===== config.mk =====
export PLATFORM = sky130hd
export DESIGN_NAME = ssd_scan_ctrl_flat
export DESIGN_NICKNAME = d
export VERILOG_FILES = /design/src/rtl/ssd_pkg.sv /design/src/rtl/ssd_scan_ctrl_if.sv /design/src/rtl/ssd_scan_ctrl_lzb_mask.sv /design/src/rtl/ssd_scan_ctrl.sv /design/src/flat_wrapper.sv
export SDC_FILE = /design/constraint.sdc
export NUM_CORES = 1
export LEC_CHECK = 0
export ABC_AREA = 1
export BUFFER_PORTS_ARGS = -buffer_cell sky130_fd_sc_hd__buf_2
export CORE_ASPECT_RATIO = 1.1
export CORE_UTILIZATION = 25
export CTS_CLUSTER_SIZE = 10
export DETAILED_ROUTE_END_ITERATION = 8
export PLACE_DENSITY_LB_ADDON = 0.2
export SYNTH_ARGS = -nofsm -noshare
export SYNTH_HDL_FRONTEND = slang
export SYNTH_HIERARCHICAL = 1
export SYNTH_SLANG_ARGS = --single-unit
export TNS_END_PERCENT = 10

===== constraint.sdc =====
create_clock -name clk -period 2.15 [get_ports clk]
set_input_delay 0.43 -clock clk [delete_from_list [all_inputs] [get_ports clk]]
set_output_delay 0.43 -clock clk [all_outputs]
set_load 0.02 [all_outputs]

===== src/rtl/ssd_pkg.sv =====
// rtl/ssd_pkg.sv - shared constants and state type for the seven-segment scan controller
package ssd_pkg;

  // All segments off on an active-low display
  localparam logic [6:0] SSD_BLANK  = 7'b1111111;
  localparam int         NIBBLE_W   = 4;
  localparam int         DEC_DATA_W = 5;

  typedef enum logic [1:0] {IDLE, SCAN, DONE} scan_state_t;

  // Digit index width; a single display still needs a one-bit index
  function automatic int idx_width(input int n);
    return (n > 1) ? $clog2(n) : 1;
  endfunction

endpackage


===== src/rtl/ssd_scan_ctrl_if.sv =====
// rtl/ssd_scan_ctrl_if.sv - valid/ready interface carrying a packed hex value into the scan controller
interface ssd_scan_ctrl_if #(
  parameter int NUM_DIGITS = 6
);
  import ssd_pkg::*;

  logic                           in_valid;
  logic                           in_ready;
  logic [NIBBLE_W*NUM_DIGITS-1:0] in_value;

  modport master (output in_valid, output in_value, input in_ready);
  modport slave  (input in_valid, input in_value, output in_ready);

endinterface


===== src/rtl/ssd_scan_ctrl_lzb_mask.sv =====
// rtl/ssd_scan_ctrl_lzb_mask.sv - leading-zero blank mask (module ssd_lzb_mask), built only with SSD_LZB_EN
`ifdef SSD_LZB_EN
module ssd_lzb_mask
  import ssd_pkg::*;
#(
  parameter int NUM_DIGITS = 6
) (
  input  logic [NIBBLE_W*NUM_DIGITS-1:0] shadow,
  output logic [NUM_DIGITS-1:0]          blank
);

  logic upper_zero;

  // Walk from the most significant digit down; a digit blanks while every digit above it is zero
  always_comb begin
    blank      = '0;
    upper_zero = 1'b1;
    for (int k = NUM_DIGITS - 1; k >= 0; k--) begin
      upper_zero = upper_zero && (shadow[NIBBLE_W*k +: NIBBLE_W] == '0);
      blank[k]   = (k != 0) && upper_zero;
    end
  end

endmodule
`endif


===== src/rtl/ssd_scan_ctrl.sv =====
// rtl/ssd_scan_ctrl.sv - scans one shared seven-segment decoder across NUM_DIGITS displays (SSD_LZB_EN adds leading-zero blanking)
module ssd_scan_ctrl
  import ssd_pkg::*;
#(
  parameter int NUM_DIGITS = 6
) (
  input  logic                    clk,
  input  logic                    reset_n,
  ssd_scan_ctrl_if.slave          in_if,
  output logic                    dec_en,
  output logic [DEC_DATA_W-1:0]   dec_data,
  input  logic [6:0]              dec_ssd,
  output logic [7*NUM_DIGITS-1:0] hex_out,
  output logic                    busy,
  output logic                    done
);

  localparam int IDX_W = idx_width(NUM_DIGITS);
  localparam logic [IDX_W-1:0] LAST_IDX = IDX_W'(NUM_DIGITS - 1);

  scan_state_t                    state;
  logic [IDX_W-1:0]               idx;
  logic [NIBBLE_W*NUM_DIGITS-1:0] shadow;
  logic [NUM_DIGITS-1:0]          blank;
  logic                           in_ready_q;
  logic [NIBBLE_W*NUM_DIGITS-1:0] shadow_sh;
  logic [NUM_DIGITS-1:0]          blank_sh;

  assign in_if.in_ready = in_ready_q;

`ifdef SSD_LZB_EN
  ssd_lzb_mask #(
    .NUM_DIGITS (NUM_DIGITS)
  ) u_lzb_mask (
    .shadow (shadow),
    .blank  (blank)
  );
`else
  assign blank = '0;
`endif

  // Present the current digit to the decoder only while scanning; shifts keep selects in range for any NUM_DIGITS
  always_comb begin
    shadow_sh = shadow >> (NIBBLE_W * idx);
    blank_sh  = blank >> idx;
    dec_en    = 1'b0;
    dec_data  = '0;
    if (state == SCAN) begin
      dec_en   = !blank_sh[0];
      dec_data = {1'b0, shadow_sh[NIBBLE_W-1:0]};
    end
  end

  // Sequencer: accept into shadow, capture one decoded digit per cycle, pulse done, return to idle
  always_ff @(posedge clk or negedge reset_n) begin
    if (!reset_n) begin
      state      <= IDLE;
      idx        <= '0;
      shadow     <= '0;
      hex_out    <= {NUM_DIGITS{SSD_BLANK}};
      in_ready_q <= 1'b1;
      busy       <= 1'b0;
      done       <= 1'b0;
    end else begin
      case (state)
        IDLE: begin
          if (in_if.in_valid && in_ready_q) begin
            shadow     <= in_if.in_value;
            idx        <= '0;
            state      <= SCAN;
            in_ready_q <= 1'b0;
            busy       <= 1'b1;
          end
        end
        SCAN: begin
          hex_out[7*idx +: 7] <= dec_ssd;
          if (idx == LAST_IDX) begin
            state <= DONE;
            done  <= 1'b1;
          end else begin
            idx <= idx + 1'b1;
          end
        end
        DONE: begin
          state      <= IDLE;
          idx        <= '0;
          done       <= 1'b0;
          busy       <= 1'b0;
          in_ready_q <= 1'b1;
        end
        default: state <= IDLE;
      endcase
    end
  end

endmodule

===== src/flat_wrapper.sv =====
// flat-port wrapper written by rule: the top's interface ports become plain ports
module ssd_scan_ctrl_flat import ssd_pkg::*;
#(
  parameter int NUM_DIGITS = 6
)
  (clk, reset_n, dec_en, dec_data, dec_ssd, hex_out, busy, done, in_if_in_valid, in_if_in_value, in_if_in_ready);
  ssd_scan_ctrl_if #(.NUM_DIGITS(NUM_DIGITS)) in_if_i ();
  input  logic clk;
  input  logic reset_n;
  output logic dec_en;
  output logic [DEC_DATA_W-1:0] dec_data;
  input  logic [6:0] dec_ssd;
  output logic [7*NUM_DIGITS-1:0] hex_out;
  output logic busy;
  output logic done;
  input wire logic [$bits(in_if_i.in_valid)-1:0] in_if_in_valid;
  input wire logic [$bits(in_if_i.in_value)-1:0] in_if_in_value;
  output wire logic [$bits(in_if_i.in_ready)-1:0] in_if_in_ready;
  assign in_if_i.in_valid = in_if_in_valid;
  assign in_if_i.in_value = in_if_in_value;
  assign in_if_in_ready = in_if_i.in_ready;
  ssd_scan_ctrl #(.NUM_DIGITS(NUM_DIGITS)) u_core (.clk(clk), .reset_n(reset_n), .in_if(in_if_i), .dec_en(dec_en), .dec_data(dec_data), .dec_ssd(dec_ssd), .hex_out(hex_out), .busy(busy), .done(done));
endmodule

==> flow_summary_export.csv <==
group,metric,value,unit
run_status,outcome,"finished clean",
clocking,clkSinkCount,74,
global_route,globalRouteMet3Util,0.0327,
min_path,min_path_type,"in -> async",
pwr,power_leakage,2.35,nW
clocking,clkTransAtPathRegs,0.06,ns
place,gp_congestion,0.732,
place,io_buffer_count,83,
layout,most_common_library_cell_in_the_layout_ignoring_fill_and_taps,"sky130_fd_sc_hd__nand2_1",
floorplan,floorplan.rows,45,
layout,area_delta_synth_final,26.2,%
floorplan,initial_core_util,0.258,
yosys,syn-mean-instance-area,8.24,sq um
setup_path,end_kind,"output port",
detailed_routing,drc,0,
sta,timing_hold_violations_final,0,
yosys,synth_cell_type_count,26,
global_route,grt_peak_use_layer,"met2",
global_route,vias_in_the_first_global_route,2829,
place,detailedPlacementHpwl,6.58,mm
sta,tns,0,ns
detailed_routing,route.vias.total,2971,
setup_path,largest_stage_delay_on_the_critical_path,0.47,ns
sta,achievable-frequency,0.505,GHz
setup_path,path_delay_family,"simple AND/OR/NAND/NOR gates",
yosys,synth_nets,472,
setup_path,critPathBufInv,3,
setup_path,critical-path-slowest-cell,"sky130_fd_sc_hd__dfrtp_2",
sta,fin_skew,0.00534,ns
detailed_routing,wl_per_cell,12.5,microns
floorplan,die_height,127,microns
floorplan,die_area,14800,sq um
sta,worst_slew_pin_slew,0.508,ns
layout,finalNetCount,556,
detailed_routing,route.detailed.vias_per_inst,4.18,
setup_path,reg2reg_depth,6,
run,max-cap-violations,0,
layout,post_route_cells_drive_above_1_share,0.328,
yosys,ys_seq_elements,74,
clocking,cts_tree,"done",
clocking,holdBufCountCts,0,
yosys,synth_top_area_share,0.317,
setup_path,worst-endpoint-required,1.72,ns
clocking,clock_insertion_delay_worst_skew,0.33,ns
detailed_routing,drt_pre_antenna_iters,4,
clocking,cts_root_buffer,"sky130_fd_sc_hd__clkbuf_16",
yosys,synth_top_area_cell,"sky130_fd_sc_hd__dfstp_2",
pwr,power_per_cell_area,1670,nW/um^2
sta,worst_hold_margin,0.107,ns
clocking,max-clock-path-buffers,2,
setup_path,worst_setup_path_start_kind,"flip-flop",
sta,grt_setup_unrepaired,"no",
layout,num_antenna_cells,0,
sta,timing.max_slew.rel_slack,0.661,
yosys,post_synth_main_area_contributors,"sky130_fd_sc_hd__dfstp_2 (32%), sky130_fd_sc_hd__dfrtp_1 (22%), sky130_fd_sc_hd__nand2_1 (15%)",
detailed_routing,antenna_violating_nets_post_route,0,
sta,setup_violations,0,
sta,layout_worst_path_cycle_share,0.920,
setup_path,path_depth,7,
sta,layout_min_cycle_time,1.98,ns
setup_path,timing.critical_path.arrival,1.55,ns
floorplan,floorplan.io_pins,85,
setup_path,cp-startpoint,"u_core/idx[2]",
yosys,ys_seq_area_frac,0.534,
global_route,grtUsageMet1,0.163,
global_route,gr-usage-all-layers,0.127,
global_route,antenna_found_initial,0,
yosys,synthesis.instances,433,
detailed_routing,detail_route.iter0.violations,137,
global_route,grt-ovfl-total,0,
setup_path,cpMostUsedCell,"sky130_fd_sc_hd__nand3_1",
layout,layout_common_cells,"sky130_fd_sc_hd__nand2_1 (144), sky130_fd_sc_hd__buf_2 (83), sky130_fd_sc_hd__dfstp_2 (43)",
global_route,gr-usage-met2,0.210,
setup_path,worstPathCellList,"inv_2 -> nor2_2 -> nand3_1 -> nand3_1 -> nand2_1 -> inv_1 -> buf_2",
yosys,synth-warning-count,6,
setup_path,path_class,"reg -> out",
global_route,grt_max_degree,75,
clocking,cts_inserted_buffers,9,
global_route,grt_first_pass_wirelength,14.5,mm
yosys,netlist_area,3570,sq um
floorplan,die_width,116,microns
setup_path,crit_path_max_fo,8,
floorplan,core_area,13900,sq um
pwr,irDropWorstVdd,0.000631,V
detailed_routing,totalWireLength,8.87,mm
clocking,cts_max_level,3,
setup_path,r2r-start,"u_core/idx[1]",
sta,finalMaxSlewViolations,0,
what timing repair did:
action | CTS | global route
setup endpoints to repair | 2 | 5
buffers inserted | 0 | 0
resized for setup | 2 | 3
through the flow:
| stage | std cells | setup WS (ns) | util | total power (W) | instance area [sq um] |
|---|---|---|---|---|---|
| 2_1_floorplan | 433 | 0.245 | - | 0.00507 | 3570 |
| 6_report | 710 | 0.171 | 0.325 | 0.00750 | 4500 |
| 4_1_cts | 710 | 0.0444 | 0.325 | 0.00762 | 4500 |
| 3_5_place_dp | 694 | 0.205 | 0.302 | 0.00601 | 4180 |
| 5_1_grt | 710 | 0.0407 | 0.325 | 0.00812 | 4500 |
| 3_3_place_gp | 694 | 0.304 | 0.302 | 0.00597 | 4180 |
registers in the layout, indices dropped and copies added, names as in the netlist:
signal / flops
u_core/shadow: 24
u_core/in_if.in_ready: 1
u_core/idx: 3
u_core/state: 2
u_core/hex_out: 42
u_core/busy: 1
u_core/done: 1
cell type report:
cell class	instances	area, sq um
Inverter	46	175
Tap cell	188	235
Sequential cell	74	1910
Fill cell	1526	9350
Clock buffer	12	268
Clock inverter	4	46.3
Multi-Input combinational cell	296	1380
Timing Repair Buffer	90	493
cells in the mapped netlist:
library cell,instances
sky130_fd_sc_hd__nand2_1,144
sky130_fd_sc_hd__dfstp_2,43
sky130_fd_sc_hd__inv_1,40
sky130_fd_sc_hd__nand3_1,39
sky130_fd_sc_hd__nor2_1,37
sky130_fd_sc_hd__dfrtp_1,31
sky130_fd_sc_hd__a21oi_1,25
sky130_fd_sc_hd__nor3_1,13
sky130_fd_sc_hd__o21ai_0,13
sky130_fd_sc_hd__buf_2,8
sky130_fd_sc_hd__ha_1,5
sky130_fd_sc_hd__inv_2,5
sky130_fd_sc_hd__buf_4,4
sky130_fd_sc_hd__buf_6,4
sky130_fd_sc_hd__nor2_2,3
sky130_fd_sc_hd__nor3_4,3
sky130_fd_sc_hd__o21ai_1,3
sky130_fd_sc_hd__nand2_2,2
sky130_fd_sc_hd__nand2_4,2
sky130_fd_sc_hd__nand4_1,2
sky130_fd_sc_hd__nor2_4,2
sky130_fd_sc_hd__clkbuf_1,1
sky130_fd_sc_hd__conb_1,1
sky130_fd_sc_hd__inv_4,1
sky130_fd_sc_hd__nor3_2,1
sky130_fd_sc_hd__xnor2_1,1
kinds of logic (layout without fill, tap and decap cells):
kind of cell	Yosys count	count (layout)	share of synthesized area
and+or+nand+nor	248	248	0.305
DFF	74	74	0.534
buffers and inverters	63	152	0.0824
AOI/OAI and AO/OA	41	41	0.0575
adders and majority gates	5	5	0.0175
other	1	1	0.00105
xor gates and xnor gates	1	1	0.00246
report_power, final:
part / internal (W) / switching [W]
combinational: 0.00106 / 0.00230
clock: 0.000997 / 0.000561
sequential: 0.00228 / 0.000316
total: 0.00433 / 0.00317
per-layer routing:
| metal | wire (microns) | part of all wire |
|---|---|---|
| met5 | 0 | 0 |
| met4 | 112 | 0.013 |
| met3 | 377 | 0.043 |
| met2 | 4360 | 0.49 |
| met1 | 4020 | 0.45 |
worst paths after layout:
kind	end	slack [ns]
max	dec_data[1]	0.17
min	u_core/shadow[6]	0.11
max reg2reg	u_core/hex_out[16]	0.24
min reg2reg	u_core/hex_out[21]	0.46
max in group asynchronous	u_core/in_if.in_ready	1.66
min in group clk	u_core/shadow[6]	0.35
(Power assumes the default switching activity.)
